### src/rtl/jt900h_ifetch_pkg.sv
// Shared types and defaults for the instruction prefetch queue.
// Fetch FSM encodings, default queue depth and the byte-count helper.
package jt900h_ifetch_pkg;

    localparam int QB_DEF = 8;
    localparam int AW_DEF = 24;

    typedef enum logic [1:0] {
        ST_STOP  = 2'd0,
        ST_IDLE  = 2'd1,
        ST_BUSRD = 2'd2,
        ST_DROP  = 2'd3
    } fetch_st_t;

    // rd_len encodes "bytes minus one"
    function automatic logic [2:0] len_bytes(input logic [1:0] len);
        return {1'b0, len} + 3'd1;
    endfunction

endpackage

### src/rtl/jt900h_ifetch_if.sv
// 16-bit instruction memory read port: word address out, read strobe held until bus_ok.
// The master is the prefetch unit; the slave is the memory side.
interface jt900h_ifetch_if #(parameter int AW = 24);
    logic [AW-1:0] bus_addr;
    logic          bus_rd;
    logic [15:0]   bus_din;
    logic          bus_ok;

    modport master (output bus_addr, output bus_rd, input bus_din, input bus_ok);
    modport slave  (input bus_addr, input bus_rd, output bus_din, output bus_ok);
endinterface

### src/rtl/jt900h_bytequeue.sv
// QB x 8 circular byte queue: 1-2 byte push, 1-4 byte pop, 4-byte zero-filled peek (combinational).
// Next-cycle visibility of pushed bytes; no internal backpressure, the caller keeps count <= QB.
module jt900h_bytequeue
    import jt900h_ifetch_pkg::*;
#(
    parameter int QB = QB_DEF
) (
    input  logic                    clk,
    input  logic                    rst,
    input  logic                    i_flush,
    input  logic                    i_push,
    input  logic                    i_push2,
    input  logic [15:0]             i_push_dat,
    input  logic                    i_pop,
    input  logic [1:0]              i_pop_len,
    output logic [$clog2(QB):0]     o_count,
    output logic [31:0]             o_peek
);

    localparam int PW = $clog2(QB);
    localparam int CW = PW + 1;

    logic [7:0]    r_mem [QB];
    logic [PW-1:0] r_wr_ptr;
    logic [PW-1:0] r_rd_ptr;
    logic [CW-1:0] r_count;
    logic [CW-1:0] w_push_n;
    logic [CW-1:0] w_pop_n;

    assign w_push_n = !i_push ? CW'(0) : (i_push2 ? CW'(2) : CW'(1));
    assign w_pop_n  = i_pop ? CW'(len_bytes(i_pop_len)) : CW'(0);

    always_ff @(posedge clk) begin
        if (rst) begin
            r_wr_ptr <= '0;
            r_rd_ptr <= '0;
            r_count  <= '0;
        end else if (i_flush) begin
            r_wr_ptr <= '0;
            r_rd_ptr <= '0;
            r_count  <= '0;
        end else begin
            r_wr_ptr <= r_wr_ptr + PW'(w_push_n);
            r_rd_ptr <= r_rd_ptr + PW'(w_pop_n);
            r_count  <= r_count + w_push_n - w_pop_n;
        end
    end

    always_ff @(posedge clk) begin
        if (i_push && !i_flush && !rst) begin
            r_mem[r_wr_ptr] <= i_push_dat[7:0];
            if (i_push2) begin
                r_mem[r_wr_ptr + PW'(1)] <= i_push_dat[15:8];
            end
        end
    end

    // Slots beyond the fill level read as zero so stale bytes never leak out
    for (genvar g = 0; g < 4; g++) begin : g_peek
        assign o_peek[8*g +: 8] = (CW'(g) < r_count) ? r_mem[r_rd_ptr + PW'(g)] : 8'd0;
    end

    assign o_count = r_count;

endmodule

### src/rtl/jt900h_ifetch.sv
// Prefetch queue feeding decode with up to 4 little-endian opcode bytes; bus data visible next cycle.
// Requests only when !hold and the queue can take the whole word; bus_rd is held until bus_ok.
module jt900h_ifetch
    import jt900h_ifetch_pkg::*;
#(
    parameter int QB = QB_DEF,
    parameter int AW = AW_DEF
) (
    input  logic              clk,
    input  logic              rst,
    input  logic              cen,
    input  logic              pc_ld,
    input  logic [AW-1:0]     pc_new,
    input  logic              rd,
    input  logic [1:0]        rd_len,
    output logic [31:0]       dout,
    output logic              dout_ok,
    output logic [AW-1:0]     head,
    input  logic              hold,
    jt900h_ifetch_if.master   bus
);

    localparam int CW = $clog2(QB) + 1;

    fetch_st_t     r_st;
    logic [AW-1:0] r_faddr;
    logic [AW-1:0] r_head;
    logic [AW-1:0] r_bus_addr;
    logic          r_bus_rd;

    logic [CW-1:0] w_count;
    logic [CW-1:0] w_free;
    logic [CW-1:0] w_need;
    logic [CW-1:0] w_rd_n;
    logic          w_req;
    logic          w_dout_ok;
    logic          w_pop;
    logic          w_push;
    logic          w_flush;
    logic [15:0]   w_push_dat;

    assign w_free    = CW'(QB) - w_count;
    assign w_need    = r_faddr[0] ? CW'(1) : CW'(2);
    assign w_req     = !hold && (w_free >= w_need);
    assign w_rd_n    = CW'(len_bytes(rd_len));
    assign w_dout_ok = (w_count >= w_rd_n);

    // A pc_ld cancels any same-cycle push or pop
    assign w_flush    = cen && pc_ld;
    assign w_pop      = cen && rd && w_dout_ok && !pc_ld;
    assign w_push     = cen && (r_st == ST_BUSRD) && bus.bus_ok && !pc_ld;
    assign w_push_dat = r_faddr[0] ? {8'd0, bus.bus_din[15:8]} : bus.bus_din;

    jt900h_bytequeue #(.QB(QB)) u_queue (
        .clk        (clk),
        .rst        (rst),
        .i_flush    (w_flush),
        .i_push     (w_push),
        .i_push2    (!r_faddr[0]),
        .i_push_dat (w_push_dat),
        .i_pop      (w_pop),
        .i_pop_len  (rd_len),
        .o_count    (w_count),
        .o_peek     (dout)
    );

    always_ff @(posedge clk) begin
        if (rst) begin
            r_st       <= ST_STOP;
            r_faddr    <= '0;
            r_head     <= '0;
            r_bus_addr <= '0;
            r_bus_rd   <= 1'b0;
        end else if (cen) begin
            if (w_pop) begin
                r_head <= r_head + AW'(w_rd_n);
            end
            case (r_st)
                ST_STOP: begin
                    if (pc_ld) r_st <= ST_IDLE;
                end
                ST_IDLE: begin
                    if (!pc_ld && w_req) begin
                        r_bus_addr <= {r_faddr[AW-1:1], 1'b0};
                        r_bus_rd   <= 1'b1;
                        r_st       <= ST_BUSRD;
                    end
                end
                ST_BUSRD: begin
                    if (bus.bus_ok) begin
                        r_bus_rd <= 1'b0;
                        r_st     <= ST_IDLE;
                        if (!pc_ld) r_faddr <= (r_faddr | AW'(1)) + AW'(1);
                    end else if (pc_ld) begin
                        // The bus cycle cannot be aborted; wait it out and discard the data
                        r_st <= ST_DROP;
                    end
                end
                ST_DROP: begin
                    if (bus.bus_ok) begin
                        r_bus_rd <= 1'b0;
                        r_st     <= ST_IDLE;
                    end
                end
                default: r_st <= ST_STOP;
            endcase
            if (pc_ld) begin
                r_faddr <= pc_new;
                r_head  <= pc_new;
            end
        end
    end

    assign dout_ok      = w_dout_ok;
    assign head         = r_head;
    assign bus.bus_addr = r_bus_addr;
    assign bus.bus_rd   = r_bus_rd;

endmodule

### src/flat_wrapper.sv
// flat-port wrapper written by rule: the top's interface ports become plain ports
module jt900h_ifetch_flat import jt900h_ifetch_pkg::*;
#(
    parameter int QB = QB_DEF,
    parameter int AW = AW_DEF
)
  (clk, rst, cen, pc_ld, pc_new, rd, rd_len, dout, dout_ok, head, hold, bus_bus_addr, bus_bus_rd, bus_bus_din, bus_bus_ok);
  jt900h_ifetch_if #(.AW(AW)) bus_i ();
  input  logic clk;
  input  logic rst;
  input  logic cen;
  input  logic pc_ld;
  input  logic [AW-1:0] pc_new;
  input  logic rd;
  input  logic [1:0] rd_len;
  output logic [31:0] dout;
  output logic dout_ok;
  output logic [AW-1:0] head;
  input  logic hold;
  output wire logic [$bits(bus_i.bus_addr)-1:0] bus_bus_addr;
  output wire logic [$bits(bus_i.bus_rd)-1:0] bus_bus_rd;
  input wire logic [$bits(bus_i.bus_din)-1:0] bus_bus_din;
  input wire logic [$bits(bus_i.bus_ok)-1:0] bus_bus_ok;
  assign bus_bus_addr = bus_i.bus_addr;
  assign bus_bus_rd = bus_i.bus_rd;
  assign bus_i.bus_din = bus_bus_din;
  assign bus_i.bus_ok = bus_bus_ok;
  jt900h_ifetch #(.QB(QB), .AW(AW)) u_core (.clk(clk), .rst(rst), .cen(cen), .pc_ld(pc_ld), .pc_new(pc_new), .rd(rd), .rd_len(rd_len), .dout(dout), .dout_ok(dout_ok), .head(head), .hold(hold), .bus(bus_i));
endmodule
### config.mk
export PLATFORM = sky130hd
export DESIGN_NAME = jt900h_ifetch_flat
export DESIGN_NICKNAME = d
export VERILOG_FILES = /design/src/rtl/jt900h_ifetch_pkg.sv /design/src/rtl/jt900h_ifetch_if.sv /design/src/rtl/jt900h_bytequeue.sv /design/src/rtl/jt900h_ifetch.sv /design/src/flat_wrapper.sv
export SDC_FILE = /design/constraint.sdc
export NUM_CORES = 1
export LEC_CHECK = 0
export BUFFER_PORTS_ARGS = -buffer_cell sky130_fd_sc_hd__buf_2
export CAP_MARGIN = 25
export CORE_MARGIN = 2
export CORE_UTILIZATION = 53
export CTS_BUF_LIST = sky130_fd_sc_hd__clkbuf_2 sky130_fd_sc_hd__clkbuf_4 sky130_fd_sc_hd__clkbuf_8
export DETAILED_ROUTE_END_ITERATION = 12
export GPL_ROUTABILITY_DRIVEN = 0
export PLACE_DENSITY = 0.8
export SYNTH_ARGS = -nofsm -noshare
export SYNTH_HDL_FRONTEND = slang
export SYNTH_HIERARCHICAL = 1
export SYNTH_SLANG_ARGS = --single-unit
### constraint.sdc
create_clock -name clk -period 5 [get_ports clk]
set_input_delay 1.25 -clock clk [delete_from_list [all_inputs] [get_ports clk]]
set_output_delay 1.25 -clock clk [all_outputs]
set_load 0.05 [all_outputs]
==> results of run 1 <==
[worst max path at each step]
stage / from / slack (ns) / to / cells after the start
after global routing: u_core/u_queue/r_rd_ptr[1] / 0.42 / dout[31] / 7
after global placement: rd_len[0] / 0.66 / u_core/u_queue/o_count[3] / 17
after detailed placement: rd_len[0] / 0.57 / u_core/u_queue/o_count[3] / 17
final: u_core/u_queue/r_rd_ptr[1] / 0.55 / dout[31] / 7
after CTS: u_core/u_queue/r_rd_ptr[1] / 0.62 / dout[31] / 6
after floorplan: u_core/u_queue/r_rd_ptr[0] / 0.58 / dout[30] / 9
[power groups by stage]
| stage | Clock (W) | Sequential (W) | Combinational, W |
|---|---|---|---|
| global placement | 0 | 0.00137 | 0.000839 |
| detailed placement | 0 | 0.00137 | 0.000850 |
| CTS | 0.00106 | 0.00134 | 0.000855 |
| finish | 0.00105 | 0.00134 | 0.000864 |
| floorplan | 0 | 0.00141 | 0.000597 |
| global route | 0.00111 | 0.00135 | 0.000916 |
[worst max-delay path, stage by stage (launching register included)]
cell,delay (ns)
dfxtp_1,0.43
inv_1,0.14
ha_2,0.20
xnor2_1,0.70
nand2b_1,0.46
o22ai_1,0.13
nor4_1,0.35
buf_2,0.34
[through the flow]
step,total power (W),instance area (um^2)
6_report,0.003258,10940
5_1_grt,0.003374,10940
4_1_cts,0.003254,10920
3_5_place_dp,0.002217,10480
3_3_place_gp,0.002205,10480
2_1_floorplan,0.002006,9729
[layer usage]
| metal | wire length (um) | share of wire (%) |
|---|---|---|
| met5 | 0 | 0 |
| met4 | 550 | 2.1 |
| met3 | 2010 | 7.7 |
| met2 | 12200 | 47 |
| met1 | 11190 | 43 |
[placed cells by master (no fill, tap or decap), types with 5 or more instances in the layout]
cell type / count
o22ai_1: 49
a211oi_1: 32
a22oi_1: 5
nor3_1: 12
ha_1: 26
nand2b_1: 10
fa_1: 5
a21oi_1: 33
mux2_2: 51
and4_1: 7
buf_4: 16
o21ai_0: 45
clkbuf_8: 17
or3_1: 7
bufinv_16: 5
a31oi_1: 9
and2_1: 6
inv_1: 46
nor2b_1: 29
nand4_1: 9
nand2_1: 56
mux4_2: 16
nor4_1: 12
mux2i_1: 61
and3_1: 8
a311oi_1: 6
a21o_1: 9
o21a_1: 19
nand3_1: 22
edfxtp_1: 64
nor2_1: 60
dfxtp_1: 83
xnor2_1: 7
o31ai_1: 13
buf_2: 129
o211ai_1: 6
a2111oi_0: 10
mux2_1: 37
[logic make-up after synthesis]
logic type | Yosys count | share of synthesized area [%]
fa+ha+maj | 32 | 4.501
compound gates | 255 | 17.31
mux | 165 | 20.16
flops | 148 | 37.04
xor+xnor | 13 | 1.325
buf+inv | 110 | 5.080
other cells | 1 | 0.03854
simple gates | 265 | 14.54
[layout make-up]
type                    instances  area, um^2
inverters                      47       176.4
clock inverters                13       207.7
repair buffers                146       785.8
multi-input cells             731        5645
fillers                      1498        7023
flip-flops and latches        148        3605
well taps                     229       286.5
clock buffers                  17       234.0
[registers in the layout, summed over array words and instances (netlist names)]
signal	cells
u_core/u_queue/r_rd_ptr	3
u_core/u_queue/r_mem	64
u_core/u_queue/r_wr_ptr	3
u_core/bus.bus_addr	23
u_core/u_queue/o_count	4
u_core/bus.bus_rd	1
u_core/r_faddr	24
u_core/r_st	2
u_core/head	24
==> summary.md, run 1 <==
| Metric | Value |
|---|---|
| CP arrival | 3.20 ns |
| Clock power frac | 32.3% |
| Cells on worst reg2reg path | 14 |
| Sequential share of the synthesized area | between 30% and 40% |
| Sequential Power Share | between 40% and 50% |
| Max-cap violations | 0 |
| Fmax | 0.2246 GHz |
| Sw Pwr | 0.001123 W |
| Slew HR | 32.75% |
| All-Layer GR Usage | 26.64% |
| ANT nets after route | 0 |
| Slew @ Worst Pin | 1.005 ns |
| Synth top area cells | edfxtp_1, dfxtp_1, mux2i_1 |
| Hold Crit Depth | 2 |
| Via count | 8,340 |
| Worst hold slack | 0.4952 ns |
| Post-Syn Area | 0.009729 mm^2 |
| VDD IR max | 193.3 uV |
| Antenna diodes | 0 |
| Pre-CTS WS | around 0.57 ns |
| CTS H-tree lvls | 4 |
| Global routing met2 resource utilization | 42.70% |
| Synthesis-to-layout area growth | 12.45% |
| Drt via density | 6.266 |
| Clock Tree Buf Depth | 2 |
| Cts repair resizes | 0 |
| Max Slew Vio Count | 0 |
| WHS Endpoint | u_core/bus.bus_addr[17] |
| Reg2Reg Setup Slack | approximately 1.8 ns |
| Worst path required time | ~3.8 ns |
| Final setup viols | 0 |
| Tmin final | 4.453 ns |
| R2R Path Start | u_core/u_queue/o_count[2] |
| Kind of critical path | reg -> out |
| Die ar. | approximately 0.019 mm^2 |
| Initial Util | between 50% and 60% |
| Pwr dens | around 300 mW/mm^2 |
| Top-area cell type share of the netlist area | between 15 and 20% |
| Setup ws final | 0.5475 ns |
| Final setup skew | ~0.015 ns |
| Cts hold-fix bufs | 0 |
| Detailed placer's ending HPWL | 19.03 mm |
| # IOs | between 100 and 150 |
| Top-count cell post-synth | dfxtp_1 |
| Clk Tree Root Cell | clkbuf_8 |
| Dpl cells | ~1,300 |
| FFs w/ async S/R, synth | 0% |
| Synth area leader | edfxtp_1 |
| Internal power | 0.002136 W |
| Mapped Cells | 989 |
| Core box area | ~0.018 mm^2 |
| Share of layout cells above drive strength 1 | 24.86% |
| Reg2reg end | u_core/u_queue/o_count[3] |
| Vias in the first global route | roughly 8,100 |
| GRT met1 Usage | 35.71% |
| 1st-iter DRT viols | 699 |
| Site Rows | 49 |
| Drt total wl | 25.96 mm |
| Yosys warns | 6 |
| Number of synthesized flops with an enable pin | 64 |
| Hold Path Class | reg -> reg |
| Critical-path maximum fanout | 11 |
| Clock transition at the registers of the reported paths | 0.08 ns |
| Initial antenna violation count | 0 |
| TNS Setup | 0 ns |
| WL/cell | 19.50 um |
| RSZ-0062 raised after global routing | false |
| Clk_lat worst skew | 0.47 ns |
| Most common library cells after synthesis | dfxtp_1, edfxtp_1, mux2i_1 |
| Run status | finished clean |
| Finished Core Util | 60.90% |
| Synth Register Bits | 148 |
| DRC | 0 |
| Comb pwr share | 26.5% |
| HP Start | u_core/bus.bus_addr[17] |
| Non-filler cells, final | between 1,000 and 1,500 |
| Busiest grt layer | met2 |
| Post-CTS setup buffers | 0 |
| GR Overflow Total | 0 |
| Clock sink count | 148 |
| Die Y | around 140 um |
| CP Launch Type | register |
| Main flop type after synthesis | dfxtp_1 |
| DR pass1 iterations | 5 |
| CTS tree | yes |
| Syn_nets | 1,070 |
| Worst Setup End Kind | output pin |
| Final Hold Violating Endpoints | 0 |
| Final period util | 89.05% |
| Synthesized area per cell | 9.838 um^2 |
| Chip Width | 139.5 um |
| Global-route wire length before repair | approximately 42 mm |
| Sw frac | 34.46% |
| Largest net degree at the start of global routing | roughly 70 |
| Final nets | 1,172 |
| Total CTS buffers | 17 |
| Met3 Usage GRT | 5.231% |
| IO Port Bufs | approximately 130 |
| Static Leak | 4.051 nW |
| Yosys cell types | 75 |
Power figures use the tool's default switching activity.
==> run 2: changes to the inputs <==
--- a/config.mk
+++ b/config.mk
@@ -5,14 +5,16 @@
 export SDC_FILE = /design/constraint.sdc
 export NUM_CORES = 1
 export LEC_CHECK = 0
-export BUFFER_PORTS_ARGS = -buffer_cell sky130_fd_sc_hd__buf_2
 export CAP_MARGIN = 25
 export CORE_MARGIN = 2
 export CORE_UTILIZATION = 53
 export CTS_BUF_LIST = sky130_fd_sc_hd__clkbuf_2 sky130_fd_sc_hd__clkbuf_4 sky130_fd_sc_hd__clkbuf_8
 export DETAILED_ROUTE_END_ITERATION = 12
+export DONT_BUFFER_PORTS = 1
 export GPL_ROUTABILITY_DRIVEN = 0
-export PLACE_DENSITY = 0.8
+export GPL_TIMING_DRIVEN = 0
+export PLACE_DENSITY = 0.74
+export SETUP_SLACK_MARGIN = 0.02
 export SYNTH_ARGS = -nofsm -noshare
 export SYNTH_HDL_FRONTEND = slang
 export SYNTH_HIERARCHICAL = 1
==> run 2 against run 1 <==
Clock power about the same; critical path depth is 3 higher; combinational power is 12% lower; sequential cell count did not move; via count shrank 0.41%; sequential power up 4%; die area stayed put; sequential share of layout area grew 1.1 points; utilization is 2.0 points lower; maximum frequency is 4.0% lower; critical endpoint is now dout[14]; highest routed layer unchanged.
==> summary.md, run 2 (synthesized netlist as in run 1, its figures left out) <==
| Metric | Value |
|---|---|
| Run status | finished clean |
| CP cell instances | buf_2 > buf_4 > inv_1 > ha_1 > buf_4 > buf_4 > buf_2 > mux4_2 > inv_1 > o22ai_1 |
| Via count | 8,306 (-0.41%) |
| Bufs and invs on worst path | 7 (+5) |
| Global-route wire length before repair | 45.32 mm (+7.3%) |
| Die ar. | 0.01946 mm^2 (unchanged) |
| GRT met1 Usage | 36.20% (+0.49 points) |
| Hold Crit Depth | 2 (unchanged) |
| Pre-CTS WS | 0.2987 ns (-0.2730 ns) |
| Core box area | 0.01796 mm^2 (unchanged) |
| Final Hold Violating Endpoints | 0 (unchanged) |
| Clock Tree Buf Depth | 2 (unchanged) |
| Detailed placer's ending HPWL | 21.61 mm (+14%) |
| Initial antenna violation count | 1 (+1) |
| Largest net degree at the start of global routing | 17 (-75%) |
| Most frequent cells in the layout | dfxtp_1, edfxtp_1, mux2i_1 |
| All-Layer GR Usage | 29.23% (+2.6 points) |
| FILL cells | 1,534 (+2.4%) |
| IO Port Bufs | 0 (-100%) |
| Worst path required time | 3.75 ns (about the same) |
| Initial Util | 54.16% (unchanged) |
| Finished Core Util | 58.95% (-2.0 points) |
| Tmin final | 4.639 ns (+0.1868 ns) |
| CTS tree | yes |
| Total CTS buffers | 17 (unchanged) |
| Non-filler cells, final | 1,264 (-5.0%) |
| Busiest grt layer | met2 |
| Slew HR | 27.51% (-5.2 points) |
| Cells on worst reg2reg path | 15 (+1) |
| Critical path's slowest cell | o22ai_1 |
| VDD IR max | 196.3 uV (+1.5%) |
| Cts hold-fix bufs | 0 (unchanged) |
| Clock transition at the registers of the reported paths | 0.08 ns (about the same) |
| Register area | 0.003603 mm^2 (about the same) |
| Final nets | 1,103 (-5.9%) |
| Cts repair resizes | 0 (unchanged) |
| # IOs | 131 (unchanged) |
| Worst Setup End Kind | output pin |
| Drt via density | 6.571 (+4.9%) |
| Drt total wl | 28.55 mm (+10%) |
| Pwr dens | 301.3 mW/mm^2 (+1.2%) |
| Flip-flop count of the largest register after layout | 64 (unchanged) |
| TNS Setup | 0 ns (unchanged) |
| Slew @ Worst Pin | 1.083 ns (+0.07829 ns) |
| Top reg by flops | u_core/u_queue/r_mem |
| Static Leak | 3.607 nW (-11%) |
| CP arrival | 3.39 ns (+0.19 ns) |
| CP max stage delay | 0.81 ns (+0.11 ns) |
| Final setup skew | 0.009937 ns (-0.004735 ns) |
| Overall power | 0.003191 W (-2.1%) |
| Max Slew Vio Count | 0 (unchanged) |
| Die Y | 139.5 um (unchanged) |
| Global routing met2 resource utilization | 49.87% (+7.2 points) |
| Critical-path maximum fanout | 10 (-1) |
| 1st-iter DRT viols | 805 (+15%) |
| Final setup viols | 0 (unchanged) |
| Post-CTS setup buffers | 0 (unchanged) |
| Worst path depth | 10 (+3) |
| Vias in the first global route | 8,212 (+1.4%) |
| Max-cap violations | 0 (unchanged) |
| Multi-input gate area | 0.005682 mm^2 (+0.64%) |
| Clk Tree Root Cell | clkbuf_8 |
| Met3 Usage GRT | 6.848% (+1.6 points) |
| Most common cell after layout, fill and taps aside | dfxtp_1 |
| Clk_lat worst skew | 0.46 ns (about the same) |
| DRC | 0 (unchanged) |
| GR Overflow Total | 0 (unchanged) |
| Setup ws final | 0.3606 ns (-0.1868 ns) |
| Kind of critical path | reg -> out |
| Synthesis-to-layout area growth | 8.835% |
| RSZ-0062 raised after global routing | false |
| Worst path most repeated cell | buf_4 |
| Dpl cells | 1,232 (-5.2%) |
| Clock sink count | 148 (unchanged) |
| WL/cell | 22.59 um (+16%) |
| ANT nets after route | 0 (unchanged) |
| Hold Path Class | reg -> reg |
| Crit-path leading delay family | buffers and inverters |
| Final period util | 92.79% (+3.7 points) |
| DR pass1 iterations | 6 (+1) |
| Share of layout cells above drive strength 1 | 16.63% (-8.2 points) |
| CP Launch Type | register |
| Chip Width | 139.5 um (unchanged) |
| CTS H-tree lvls | 4 (unchanged) |
| Site Rows | 49 (unchanged) |
| Fmax | 0.2155 GHz (-4.0%) |
## run 2: cell types whose count changed in the layout (fill, tap and decap cells not counted), moves of 4 or more
cell      change
nor4_1        -8
nor4_2        +8
clkbuf_1     +32
buf_1         +4
buf_6         +4
buf_2       -111
## run 2: stage by stage
stage / area, um^2 / hold slack, ns
3_3_place_gp: 10020 / 0.5287
3_5_place_dp: 10160 / 0.5402
2_1_floorplan: 9729 / 0.4875
5_1_grt: 10590 / 0.5818
4_1_cts: 10590 / 0.5537
6_report: 10590 / 0.5511
## run 2: worst register-to-register path, stage by stage (launching register included)
cell     delay (ns)
dfxtp_1        0.46
inv_1          0.13
ha_1           0.29
nor2b_1        0.04
o21a_1         0.19
inv_1          0.37
and3_1         0.40
nand2_1        0.17
inv_1          0.11
fa_1           0.41
inv_1          0.12
ha_1           0.24
a21o_1         0.18
a21oi_1        0.19
xnor2_1        0.13
nor2_1         0.05
## run 2: final timing paths
kind	end	start	slack (ns)
hold reg to reg	u_core/bus.bus_addr[7]	u_core/r_faddr[7]	0.55
hold / removal	u_core/bus.bus_addr[7]	u_core/r_faddr[7]	0.55
setup reg to reg	u_core/u_queue/o_count[3]	u_core/u_queue/o_count[0]	1.42
setup / recovery	dout[14]	u_core/u_queue/r_rd_ptr[0]	0.36
## run 2: routing by layer
| layer | vias to the layer above | routed length, um |
|---|---|---|
| li1 | 3800 | - |
| met1 | 3969 | 11240 |
| met2 | 463 | 13940 |
| met3 | 74 | 2633 |
| met4 | 0 | 739 |
| met5 | - | 0 |
## run 2: area by class of cell
class,count,area share (%)
plain buffers,63,3.001
clock inverters,13,1.784
multi-input cells,731,53.66
repair buffers,14,0.8508
clock buffers,18,2.281
flip-flops and latches,148,34.03
well taps,229,2.706
inverters,47,1.666
diodes,1,0.02363
## run 2: power by group
part	total (W)	switching, W	internal, W
Sequential	0.00140	0.000109	0.00129
Clock	0.00103	0.000445	0.000587
Combinational	0.000757	0.000538	0.000220
==> run 3: changes to the inputs <==
==> constraint.sdc (replaced) <==
create_clock -name clk -period 5 [get_ports clk]
set_input_delay 1.25 -clock clk [delete_from_list [all_inputs] [get_ports clk]]
set_output_delay 1.25 -clock clk [all_outputs]
set_load 0.02 [all_outputs]
==> run 3 against run 2 <==
Clock power barely moved; first-iteration DRC count fell by 6.5%; wire length up 0.45%; register-to-register slack better by 0.15 ns; non-clock buffer count decreased by 8; sequential power barely moved; combinational power decreased by 24%; final cell count fell by 0.47%; utilization decreased by 0.59 points; cell area decreased by 0.99%.
==> summary.md, run 3 (synthesized netlist as in run 1, its figures left out) <==
| Metric | Value |
|---|---|
| Slew HR | 25.77% (-1.7 points) |
| Site Rows | 49 (unchanged) |
| Tmin final | 4.733 ns (+0.09353 ns) |
| Detailed placer's ending HPWL | 21.68 mm (+0.32%) |
| Cts hold-fix bufs | 0 (unchanged) |
| Bufs and invs on worst path | 6 (-1) |
| IO Port Bufs | 0 (unchanged) |
| GR Overflow Total | 0 (unchanged) |
| Kind of critical path | reg -> out |
| Share of layout cells above drive strength 1 | 15.29% (-1.3 points) |
| Post-CTS setup buffers | 0 (unchanged) |
| VDD IR max | 214.3 uV (+9.2%) |
| WL/cell | 22.80 um (+0.93%) |
| Clk_lat worst skew | 0.46 ns (about the same) |
| Drt total wl | 28.68 mm (+0.45%) |
| Flip-flop count of the largest register after layout | 64 (unchanged) |
| Crit-path leading delay family | buffers and inverters |
| Clock transition at the registers of the reported paths | 0.08 ns (about the same) |
| Critical path's slowest cell | nor4_1 |
| Vias in the first global route | 8,146 (-0.80%) |
| Clock Tree Buf Depth | 2 (unchanged) |
| Drt via density | 6.533 (-0.59%) |
| TNS Setup | 0 ns (unchanged) |
| Initial Util | 54.16% (unchanged) |
| 1st-iter DRT viols | 753 (-6.5%) |
| Worst path required time | 3.75 ns (about the same) |
| ANT nets after route | 0 (unchanged) |
| Largest net degree at the start of global routing | 17 (unchanged) |
| Final nets | 1,095 (-0.73%) |
| Via count | 8,218 (-1.1%) |
| Final period util | 94.66% (+1.9 points) |
| Max-cap violations | 0 (unchanged) |
| Critical-path maximum fanout | 10 (unchanged) |
| DR pass1 iterations | 5 (-1) |
| Global-route wire length before repair | 44.80 mm (-1.1%) |
| Total CTS buffers | 17 (unchanged) |
| Clock sink count | 148 (unchanged) |
| Initial antenna violation count | 2 (+1) |
| CTS tree | yes |
| CP max stage delay | 0.94 ns (+0.13 ns) |
| Chip Width | 139.5 um (unchanged) |
| Static Leak | 3.557 nW (-1.4%) |
| Pwr dens | 282.5 mW/mm^2 (-6.2%) |
| CP cell instances | buf_2 > buf_4 > inv_1 > ha_1 > buf_4 > buf_2 > buf_2 > a211oi_1 > nor4_1 |
| Cts repair resizes | 0 (unchanged) |
| Final setup viols | 0 (unchanged) |
| Worst Setup End Kind | output pin |
| Worst path most repeated cell | buf_2 |
| # IOs | 131 (unchanged) |
| Synthesis-to-layout area growth | 7.755% |
| DRC | 0 (unchanged) |
| CP Launch Type | register |
| Most frequent cells in the layout | dfxtp_1, edfxtp_1, mux2i_1 |
| All-Layer GR Usage | 29.00% (-0.23 points) |
| Final setup skew | 0.009669 ns (-0.0002689 ns) |
| Clk Tree Root Cell | clkbuf_8 |
| Max Slew Vio Count | 0 (unchanged) |
| Hold Path Class | reg -> reg |
| Worst hold slack | 0.5437 ns (-0.007405 ns) |
| Fmax | 0.2113 GHz (-2.0%) |
| CP arrival | 3.48 ns (+0.09 ns) |
| CTS H-tree lvls | 4 (unchanged) |
| Slew @ Worst Pin | 1.103 ns (+0.01993 ns) |
| Most common cell after layout, fill and taps aside | dfxtp_1 |
| Final Hold Violating Endpoints | 0 (unchanged) |
| Core box area | 0.01796 mm^2 (unchanged) |
| Finished Core Util | 58.36% (-0.59 points) |
| Die Y | 139.5 um (unchanged) |
| Die ar. | 0.01946 mm^2 (unchanged) |
| Top reg by flops | u_core/u_queue/r_mem |
| RSZ-0062 raised after global routing | false |
| Run status | finished clean |
==> run 3: cell count changes in the layout (fill, tap and decap cells not counted), sizes merged <==
cell	before	now
buf	43	35
bufinv	5	4
clkbuf	52	55
clkinv	7	5
clkinvlp	1	2
diode	1	2
==> run 3: report_power, final <==
part | internal (W) | total [W] | switching (W)
clock network | 0.000574 | 0.00102 | 0.000445
logic | 0.000194 | 0.000577 | 0.000384
registers | 0.00129 | 0.00137 | 0.0000719
==> run 3: worst paths after layout <==
check | start | end | slack, ns | cells past startpoint
min | u_core/r_st[1] | u_core/r_st[1] | 0.54 | 2
max reg2reg | u_core/u_queue/o_count[2] | u_core/u_queue/o_count[3] | 1.57 | 14
max | u_core/u_queue/r_rd_ptr[0] | dout[26] | 0.27 | 9
min reg2reg | u_core/r_st[1] | u_core/r_st[1] | 0.54 | 2
==> run 3: layer usage <==
metal	vias up	share of wire, %	GRT usage, %
met4	0	2.4	11.16
met3	60	9.2	8.259
met1	3916	40	34.71
met5	-	0	0
met2	444	48	49.54
li1	3798	-	-
==> run 3: cell type report <==
cell class	instances	area [um^2]
antenna	2	5.005
tap	229	286.5
clock buffer	21	276.5
timing repair buffer	6	30.03
sequential	148	3603
buffer	63	317.8
fill	1580	7480
multi-input combinational	731	5632
clock inverter	11	156.4
inverter	47	176.4
==> run 3: worst register-to-register path: cells and delay by family, from the launching register on <==
kind,cells,cell delay (ns)
buffers and inverters,3,0.29
and+or+nand+nor,3,0.52
AOI/OAI and AO/OA,4,0.79
xor gates and xnor gates,1,0.13
DFF,1,0.50
adders and majority gates,3,1.10
==> run 3: through the flow <==
stage                     setup WS [ns]  total power (W)  cells  instance area (um^2)
after floorplan                  0.8748         0.001820    989                  9729
after global placement           0.5260         0.001940   1218                 10020
after detailed placement         0.4771         0.001953   1224                 10050
after CTS                        0.3499         0.002963   1256                 10480
after global routing             0.1485         0.003072   1258                 10480
final                            0.2671         0.002962   1258                 10480
